**config.mk**
```make
export PLATFORM = sky130hd
export DESIGN_NAME = bus_arbiter_rr
export DESIGN_NICKNAME = d
export VERILOG_FILES = /design/src/rtl/arvi_bus_pkg.sv /design/src/rtl/bus_arbiter_rr_select.sv /design/src/rtl/bus_arbiter_rr.sv
export SDC_FILE = /design/constraint.sdc
export NUM_CORES = 1
export LEC_CHECK = 0
export BUFFER_PORTS_ARGS = -buffer_cell sky130_fd_sc_hd__buf_2
export CELL_PAD_IN_SITES_DETAIL_PLACEMENT = 0
export CELL_PAD_IN_SITES_GLOBAL_PLACEMENT = 1
export CORE_AREA = 4 4 115 117
export CTS_BUF_LIST = sky130_fd_sc_hd__clkbuf_8
export DETAILED_ROUTE_END_ITERATION = 12
export DIE_AREA = 0 0 119 121
export PLACE_DENSITY_LB_ADDON = 0.1
export SLEW_MARGIN = 20
export SYNTH_ARGS = -nofsm -noshare
export SYNTH_HDL_FRONTEND = slang
export SYNTH_SLANG_ARGS = --single-unit
```
**constraint.sdc**
```tcl
create_clock -name i_clk -period 1.35 [get_ports i_clk]
set_input_delay 0.0675 -clock i_clk [delete_from_list [all_inputs] [get_ports i_clk]]
set_output_delay 0.0675 -clock i_clk [all_outputs]
set_load 0.005 [all_outputs]
```
**src/rtl/arvi_bus_pkg.sv**
```systemverilog
// Shared definitions for the round-robin bus arbiter: FSM states, AMO funct7 codes, id width helper.
// The optional atomic-lock feature is built only when ARBITER_LOCK_EN is defined.
package arvi_bus_pkg;

    typedef enum logic [1:0] {
        ST_IDLE   = 2'd0,
        ST_BUSY   = 2'd1,
        ST_LOCKED = 2'd2
    } arb_state_t;

    // funct7 of the A-extension ops with aq/rl cleared; funct5 sits in [6:2]
    localparam logic [6:0] F7_AMOADD  = 7'b0000000;
    localparam logic [6:0] F7_AMOSWAP = 7'b0000100;
    localparam logic [6:0] F7_LR      = 7'b0001000;
    localparam logic [6:0] F7_SC      = 7'b0001100;
    localparam logic [6:0] F7_AMOXOR  = 7'b0010000;
    localparam logic [6:0] F7_AMOOR   = 7'b0100000;
    localparam logic [6:0] F7_AMOAND  = 7'b0110000;
    localparam logic [6:0] F7_AMOMIN  = 7'b1000000;
    localparam logic [6:0] F7_AMOMAX  = 7'b1010000;
    localparam logic [6:0] F7_AMOMINU = 7'b1100000;
    localparam logic [6:0] F7_AMOMAXU = 7'b1110000;
    localparam logic [6:0] F7_FUNCT5_MASK = 7'b1111100;

    function automatic int id_w(input int n);
        return (n > 2) ? $clog2(n) : 1;
    endfunction

    function automatic logic is_sc(input logic [6:0] op);
        return (op & F7_FUNCT5_MASK) == F7_SC;
    endfunction

endpackage

```
**src/rtl/bus_arbiter_rr_select.sv**
```systemverilog
// Combinational round-robin pick: first set request at or after the pointer, wrapping modulo N_PORTS.
// Returns the winner both one-hot and as an index.
module rr_priority_select
    import arvi_bus_pkg::*;
#(
    parameter int N_PORTS = 2
) (
    input  logic [N_PORTS-1:0]          i_req,
    input  logic [id_w(N_PORTS)-1:0]    i_ptr,
    output logic                        o_valid,
    output logic [N_PORTS-1:0]          o_grant_oh,
    output logic [id_w(N_PORTS)-1:0]    o_grant_idx
);

    localparam int ID_W = id_w(N_PORTS);

    int              w_sum;
    logic [ID_W-1:0] w_idx;
    logic            w_found;

    always_comb begin
        o_valid     = 1'b0;
        o_grant_oh  = '0;
        o_grant_idx = '0;
        w_sum       = 0;
        w_idx       = '0;
        w_found     = 1'b0;
        for (int off = 0; off < N_PORTS; off++) begin
            w_sum = int'(i_ptr) + off;
            if (w_sum >= N_PORTS) begin
                w_sum = w_sum - N_PORTS;
            end
            w_idx = ID_W'(w_sum);
            if (!w_found && i_req[w_idx]) begin
                w_found            = 1'b1;
                o_grant_oh[w_idx]  = 1'b1;
                o_grant_idx        = w_idx;
            end
        end
        o_valid = w_found;
    end

endmodule

```
**src/rtl/bus_arbiter_rr.sv**
```systemverilog
// N-port round-robin arbiter sharing the memory-controller bus among per-hart masters.
// Define ARBITER_LOCK_EN to keep the bus with a master between LR/AMO-read and its release.
module bus_arbiter_rr
    import arvi_bus_pkg::*;
#(
    parameter int N_PORTS      = 2,
    parameter int XLEN         = 32,
    parameter int LOCK_TIMEOUT = 16
) (
    input  logic                        i_clk,
    input  logic                        i_rst,
    input  logic [N_PORTS-1:0]          i_bus_en,
    input  logic [N_PORTS-1:0]          i_wr_en,
    input  logic [N_PORTS*XLEN-1:0]     i_wr_data,
    input  logic [N_PORTS*XLEN-1:0]     i_addr,
    input  logic [N_PORTS*4-1:0]        i_byte_en,
    input  logic [N_PORTS-1:0]          i_atomic,
    input  logic [N_PORTS*7-1:0]        i_operation,
    output logic [N_PORTS-1:0]          o_ack,
    output logic [XLEN-1:0]             o_rd_data,
    input  logic                        i_ack,
    input  logic [XLEN-1:0]             i_rd_data,
    output logic                        o_bus_en,
    output logic                        o_wr_en,
    output logic [XLEN-1:0]             o_wr_data,
    output logic [XLEN-1:0]             o_addr,
    output logic [3:0]                  o_byte_en,
    output logic                        o_atomic,
    output logic [6:0]                  o_operation,
    output logic [id_w(N_PORTS)-1:0]    o_id
);

    localparam int ID_W = id_w(N_PORTS);

    if (N_PORTS < 2) begin : g_bad_ports
        $error("bus_arbiter_rr: N_PORTS must be >= 2");
    end
    if (LOCK_TIMEOUT < 1 || LOCK_TIMEOUT > 31) begin : g_bad_timeout
        $error("bus_arbiter_rr: LOCK_TIMEOUT must fit the 5-bit lock counter");
    end

    arb_state_t          r_state;
    logic [ID_W-1:0]     r_ptr;
    logic [ID_W-1:0]     r_grant;
    logic [N_PORTS-1:0]  r_grant_oh;
`ifdef ARBITER_LOCK_EN
    logic [4:0]          r_lock_cnt;
`endif

    logic                w_sel_valid;
    logic [N_PORTS-1:0]  w_sel_oh;
    logic [ID_W-1:0]     w_sel_idx;
    logic [ID_W-1:0]     w_next_ptr;
    logic                w_busy;
    logic                w_wr_en;
    logic [XLEN-1:0]     w_wr_data;
    logic [XLEN-1:0]     w_addr;
    logic [3:0]          w_byte_en;
    logic                w_atomic;
    logic [6:0]          w_operation;

    rr_priority_select #(
        .N_PORTS     (N_PORTS)
    ) u_select (
        .i_req       (i_bus_en),
        .i_ptr       (r_ptr),
        .o_valid     (w_sel_valid),
        .o_grant_oh  (w_sel_oh),
        .o_grant_idx (w_sel_idx)
    );

    assign w_next_ptr = (r_grant == ID_W'(N_PORTS - 1)) ? '0 : r_grant + ID_W'(1);
    assign w_busy     = (r_state == ST_BUSY);

    always_comb begin
        w_wr_en     = i_wr_en[r_grant];
        w_wr_data   = i_wr_data[int'(r_grant)*XLEN +: XLEN];
        w_addr      = i_addr[int'(r_grant)*XLEN +: XLEN];
        w_byte_en   = i_byte_en[int'(r_grant)*4 +: 4];
        w_atomic    = i_atomic[r_grant];
        w_operation = i_operation[int'(r_grant)*7 +: 7];
    end

    // Downstream fields are only driven while a transaction is in flight
    assign o_bus_en    = w_busy;
    assign o_wr_en     = w_busy & w_wr_en;
    assign o_wr_data   = w_busy ? w_wr_data : '0;
    assign o_addr      = w_busy ? w_addr : '0;
    assign o_byte_en   = w_busy ? w_byte_en : '0;
    assign o_atomic    = w_busy & w_atomic;
    assign o_operation = w_busy ? w_operation : '0;
    assign o_ack       = (w_busy && i_ack) ? r_grant_oh : '0;
    assign o_rd_data   = (w_busy && i_ack) ? i_rd_data : '0;
    assign o_id        = r_grant;

    always_ff @(posedge i_clk) begin
        if (i_rst) begin
            r_state    <= ST_IDLE;
            r_ptr      <= '0;
            r_grant    <= '0;
            r_grant_oh <= '0;
`ifdef ARBITER_LOCK_EN
            r_lock_cnt <= '0;
`endif
        end else begin
            case (r_state)
                ST_IDLE: begin
                    if (w_sel_valid) begin
                        r_grant    <= w_sel_idx;
                        r_grant_oh <= w_sel_oh;
                        r_state    <= ST_BUSY;
                    end
                end
                ST_BUSY: begin
                    if (i_ack) begin
`ifdef ARBITER_LOCK_EN
                        if (w_atomic && !is_sc(w_operation)) begin
                            r_state    <= ST_LOCKED;
                            r_lock_cnt <= '0;
                        end else begin
                            r_state <= ST_IDLE;
                            r_ptr   <= w_next_ptr;
                        end
`else
                        r_state <= ST_IDLE;
                        r_ptr   <= w_next_ptr;
`endif
                    end
                end
`ifdef ARBITER_LOCK_EN
                // Only the lock owner may proceed; silence from it eventually frees the bus
                ST_LOCKED: begin
                    if (i_bus_en[r_grant]) begin
                        r_state <= ST_BUSY;
                    end else if (r_lock_cnt == 5'(LOCK_TIMEOUT - 1)) begin
                        r_state <= ST_IDLE;
                        r_ptr   <= w_next_ptr;
                    end else begin
                        r_lock_cnt <= r_lock_cnt + 5'd1;
                    end
                end
`endif
                default: begin
                    r_state <= ST_IDLE;
                end
            endcase
        end
    end

endmodule
```
==> metrics.md <==
| Metric | Value |
|---|---|
| Number of synthesized flops with an enable pin | 0 |
| WL final | 10.22 mm |
| Avg WL per Cell | between 10 and 15 µm |
| H-tree lvl count | 1 |
| Final Cycle Share | 1.003 |
| CTS tree | built |
| Tot GR Track Use | 0.1158 |
| Clk buf depth | 2 |
| Detailed placement HPWL | 7.782 mm |
| Post-synthesis cell count | 234 |
| Port Buffers | 303 |
| Least-Margin Pin Slew | 497.6 ps |
| Post-layout util | 0.3148 |
| # rows | 41 |
| Syn. warnings | 0 |
| R2R setup slack | 250 ps |
| Startpoint types | register |
| Clock Power Share | 0.166 |
| Worst Path Buf+Inv | 3 |
| Pre-CTS WS | 248.2 ps |
| Post-route ant nets | 0 |
| Fillers | 1354 |
| Routability congestion estimate | 0.7701 |
| Worst setup EP type | output port |
| PwrDens | 422.0 nW/µm² |
| Yosys cell types | 19 |
| Io pins | 304 |
| Worst-path cell chain | buf_12 -> buf_6 -> mux2i_1 -> nor2b_1 -> buf_2 |
| Hold Crit Class | in2reg |
| Synthesized cell area | 1808 µm² |
| Die Wd | 119 µm |
| F_max | about 0.74 GHz |
| Post-synth top area share | 0.4263 |
| Root Driver | clkbuf_8 |
| Layout net count | 731 |
| Leakage power | 2.207 nW |
| Vias in the first global route | 2598 |
| Area growth, synth to finish | 115.3% |
| Final Slew Violations | 0 |
| Internal | 1.072 mW |
| Worst path required time | 1280 ps |
| Combinational power share | 0.728 |
| Avg Inst Size Synth | 7.726 µm² |
| Iteration-0 DRC Markers | 74 |
| Initial Utilization | 0.1462 |
| Slew headroom | 0.6682 |
| Synth area leaders | mux2i_1 (43%), nor2b_1 (27%), and3_1 (12%), dfxtp_1 (5.5%), buf_4 (3.3%) |
| Via count | 2773 |
| CP max stage cell | dfxtp_4 |
| Initial antenna violation count | 1 |
| Flop and latch count out of synthesis | 5 |
| First-pass GRT wire length | 13.70 mm |
| Largest stage delay, worst path | 370 ps |
| Num Clock Sinks | 5 |
| Critical Path AT | between 1000 and 1500 ps |
| Worst-Skew Late Latency | 220 ps |
| Worst Setup Slack, final | -4.052 ps |
| Worst setup path category | reg2out |
| Post-synth top area cell | mux2i_1 |
| Sequential share of the synthesized area | 0.05536 |
| NetSw | 0.5710 mW |
| Via density | 3.895 |
| CTS Buf Count | 3 |
| DRC Markers | 0 |
| Layout cell share with drive strength beyond 1 | 0.6289 |
| Fin cells | 712 |
| Die Ht | 121 µm |
| Die Area | 14400 µm² |
| Failing checks | negative setup slack |
| Critical Path Fanout Max | 6 |
| Syn nets | between 400 and 500 |
| Synth cell count leaders | mux2i_1 (77), nor2b_1 (77), and3_1 (34) |
| Largest net degree at the start of global routing | 51 |
| Clk_skew | 0.4294 ps |
| Max-cap violations | 0 |
| DP Cell Count | 690 |
| Fraction of power consumed by sequential logic | 0.106 |
| Peak supply drop | 0.0002165 V |
| Fraction of registers with async set/reset | 0 |
| Ys flop type | dfxtp_1 |
| Pre-antenna DRT Iters | 4 |
| Reg clk slew, reported paths | 40 ps |
| RSZ-0062 raised after global routing | yes |
| Core area | 12360 µm² |
| Post-CTS Hold Buffers | 0 |
| Final hold vios | 0 |
| Sw Share | 0.3476 |
| Run status | complete, but fails checks |
| Tmin final | 1354 ps |
| CP delay by family, top | buffers and inverters |
| Total grt overflow | 0 |
| Finish-stage setup viols | 2 |
-- registers in the layout, summed over array words and instances (netlist names) --
name        flops
o_id            1
r_state         1
r_grant_oh      2
r_ptr           1
-- worst paths after layout --
check                      from       endpoint  cells past startpoint
hold / removal            i_rst           o_id                      2
setup / recovery           o_id  o_wr_data[12]                      5
hold reg to reg   r_grant_oh[1]  r_grant_oh[1]                      2
setup reg to reg           o_id          r_ptr                      4
-- through the flow --
stage | total power [mW] | hold WS, ps | setup TNS [ps] | instance area [µm²]
5_1_grt | 1.794 | 107.8 | -2410 | 3892
2_1_floorplan | 0.6858 | 136.6 | 0 | 1808
4_1_cts | 1.520 | 84.39 | 0 | 3565
6_report | 1.643 | 91.68 | -5.820 | 3892
3_3_place_gp | 1.237 | 313.3 | 0 | 3520
3_5_place_dp | 1.235 | 319.0 | 0 | 3520
-- metal layers --
metal | up-vias | global-route usage | wire length [µm]
met4 | 0 | 0.02824 | 166
li1 | 1419 | - | -
met5 | - | 0 | 0
met3 | 14 | 0.03497 | 855
met2 | 153 | 0.2222 | 5529
met1 | 1187 | 0.1227 | 3671
-- what timing repair did --
| action | 4_1_cts | 5_1_grt |
|---|---|---|
| resized for setup | 0 | 9 |
| setup endpoints to repair | 0 | 53 |
| setup buffers | 0 | 6 |
-- cells in the final DEF (no fill, tap or decap) --
cell / instances
dfxtp_1: 3
inv_1: 3
a311oi_2: 1
dfxtp_4: 1
nor2b_1: 77
dfxtp_2: 1
buf_6: 4
mux2i_1: 71
a21o_1: 1
buf_8: 1
clkbuf_8: 3
buf_12: 7
diode_2: 1
a21oi_1: 4
mux2i_2: 6
nand2b_1: 1
nor3_1: 1
buf_4: 4
clkbuf_16: 8
a211oi_1: 1
buf_2: 303
and3_1: 34
a211o_1: 1
o21ai_0: 1
nand2_1: 2
-- power groups by stage --
stage                     clock [mW]  combinational [mW]  sequential (mW)
final                          0.272                1.20            0.174
after global routing           0.296                1.32            0.176
after CTS                      0.284                1.06            0.177
after detailed placement           0                1.06            0.179
after global placement             0                1.06            0.179
after floorplan                    0               0.519            0.167
-- final cells by class --
type / count / area [µm²] / share of cell area
repair buffers: 327 / 1947 / 0.5002
clock inverters: 1 / 3.754 / 0.0009643
clock buffers: 3 / 41.29 / 0.01061
diodes: 1 / 2.502 / 0.0006429
multi-input cells: 201 / 1570 / 0.4034
inverters: 2 / 7.507 / 0.001929
well taps: 172 / 215.2 / 0.05529
flip-flops and latches: 5 / 105.1 / 0.02700
-- cell families (layout without fill, tap and decap cells) --
group,after synthesis,after routing,synth area share
simple gates,115,115,0.3945
other cells,0,1,0
mux,77,77,0.4263
buf+inv,28,333,0.08858
compound gates,9,9,0.03529
flops,5,5,0.05537
Note: power is estimated with default switching activity, not from simulation.
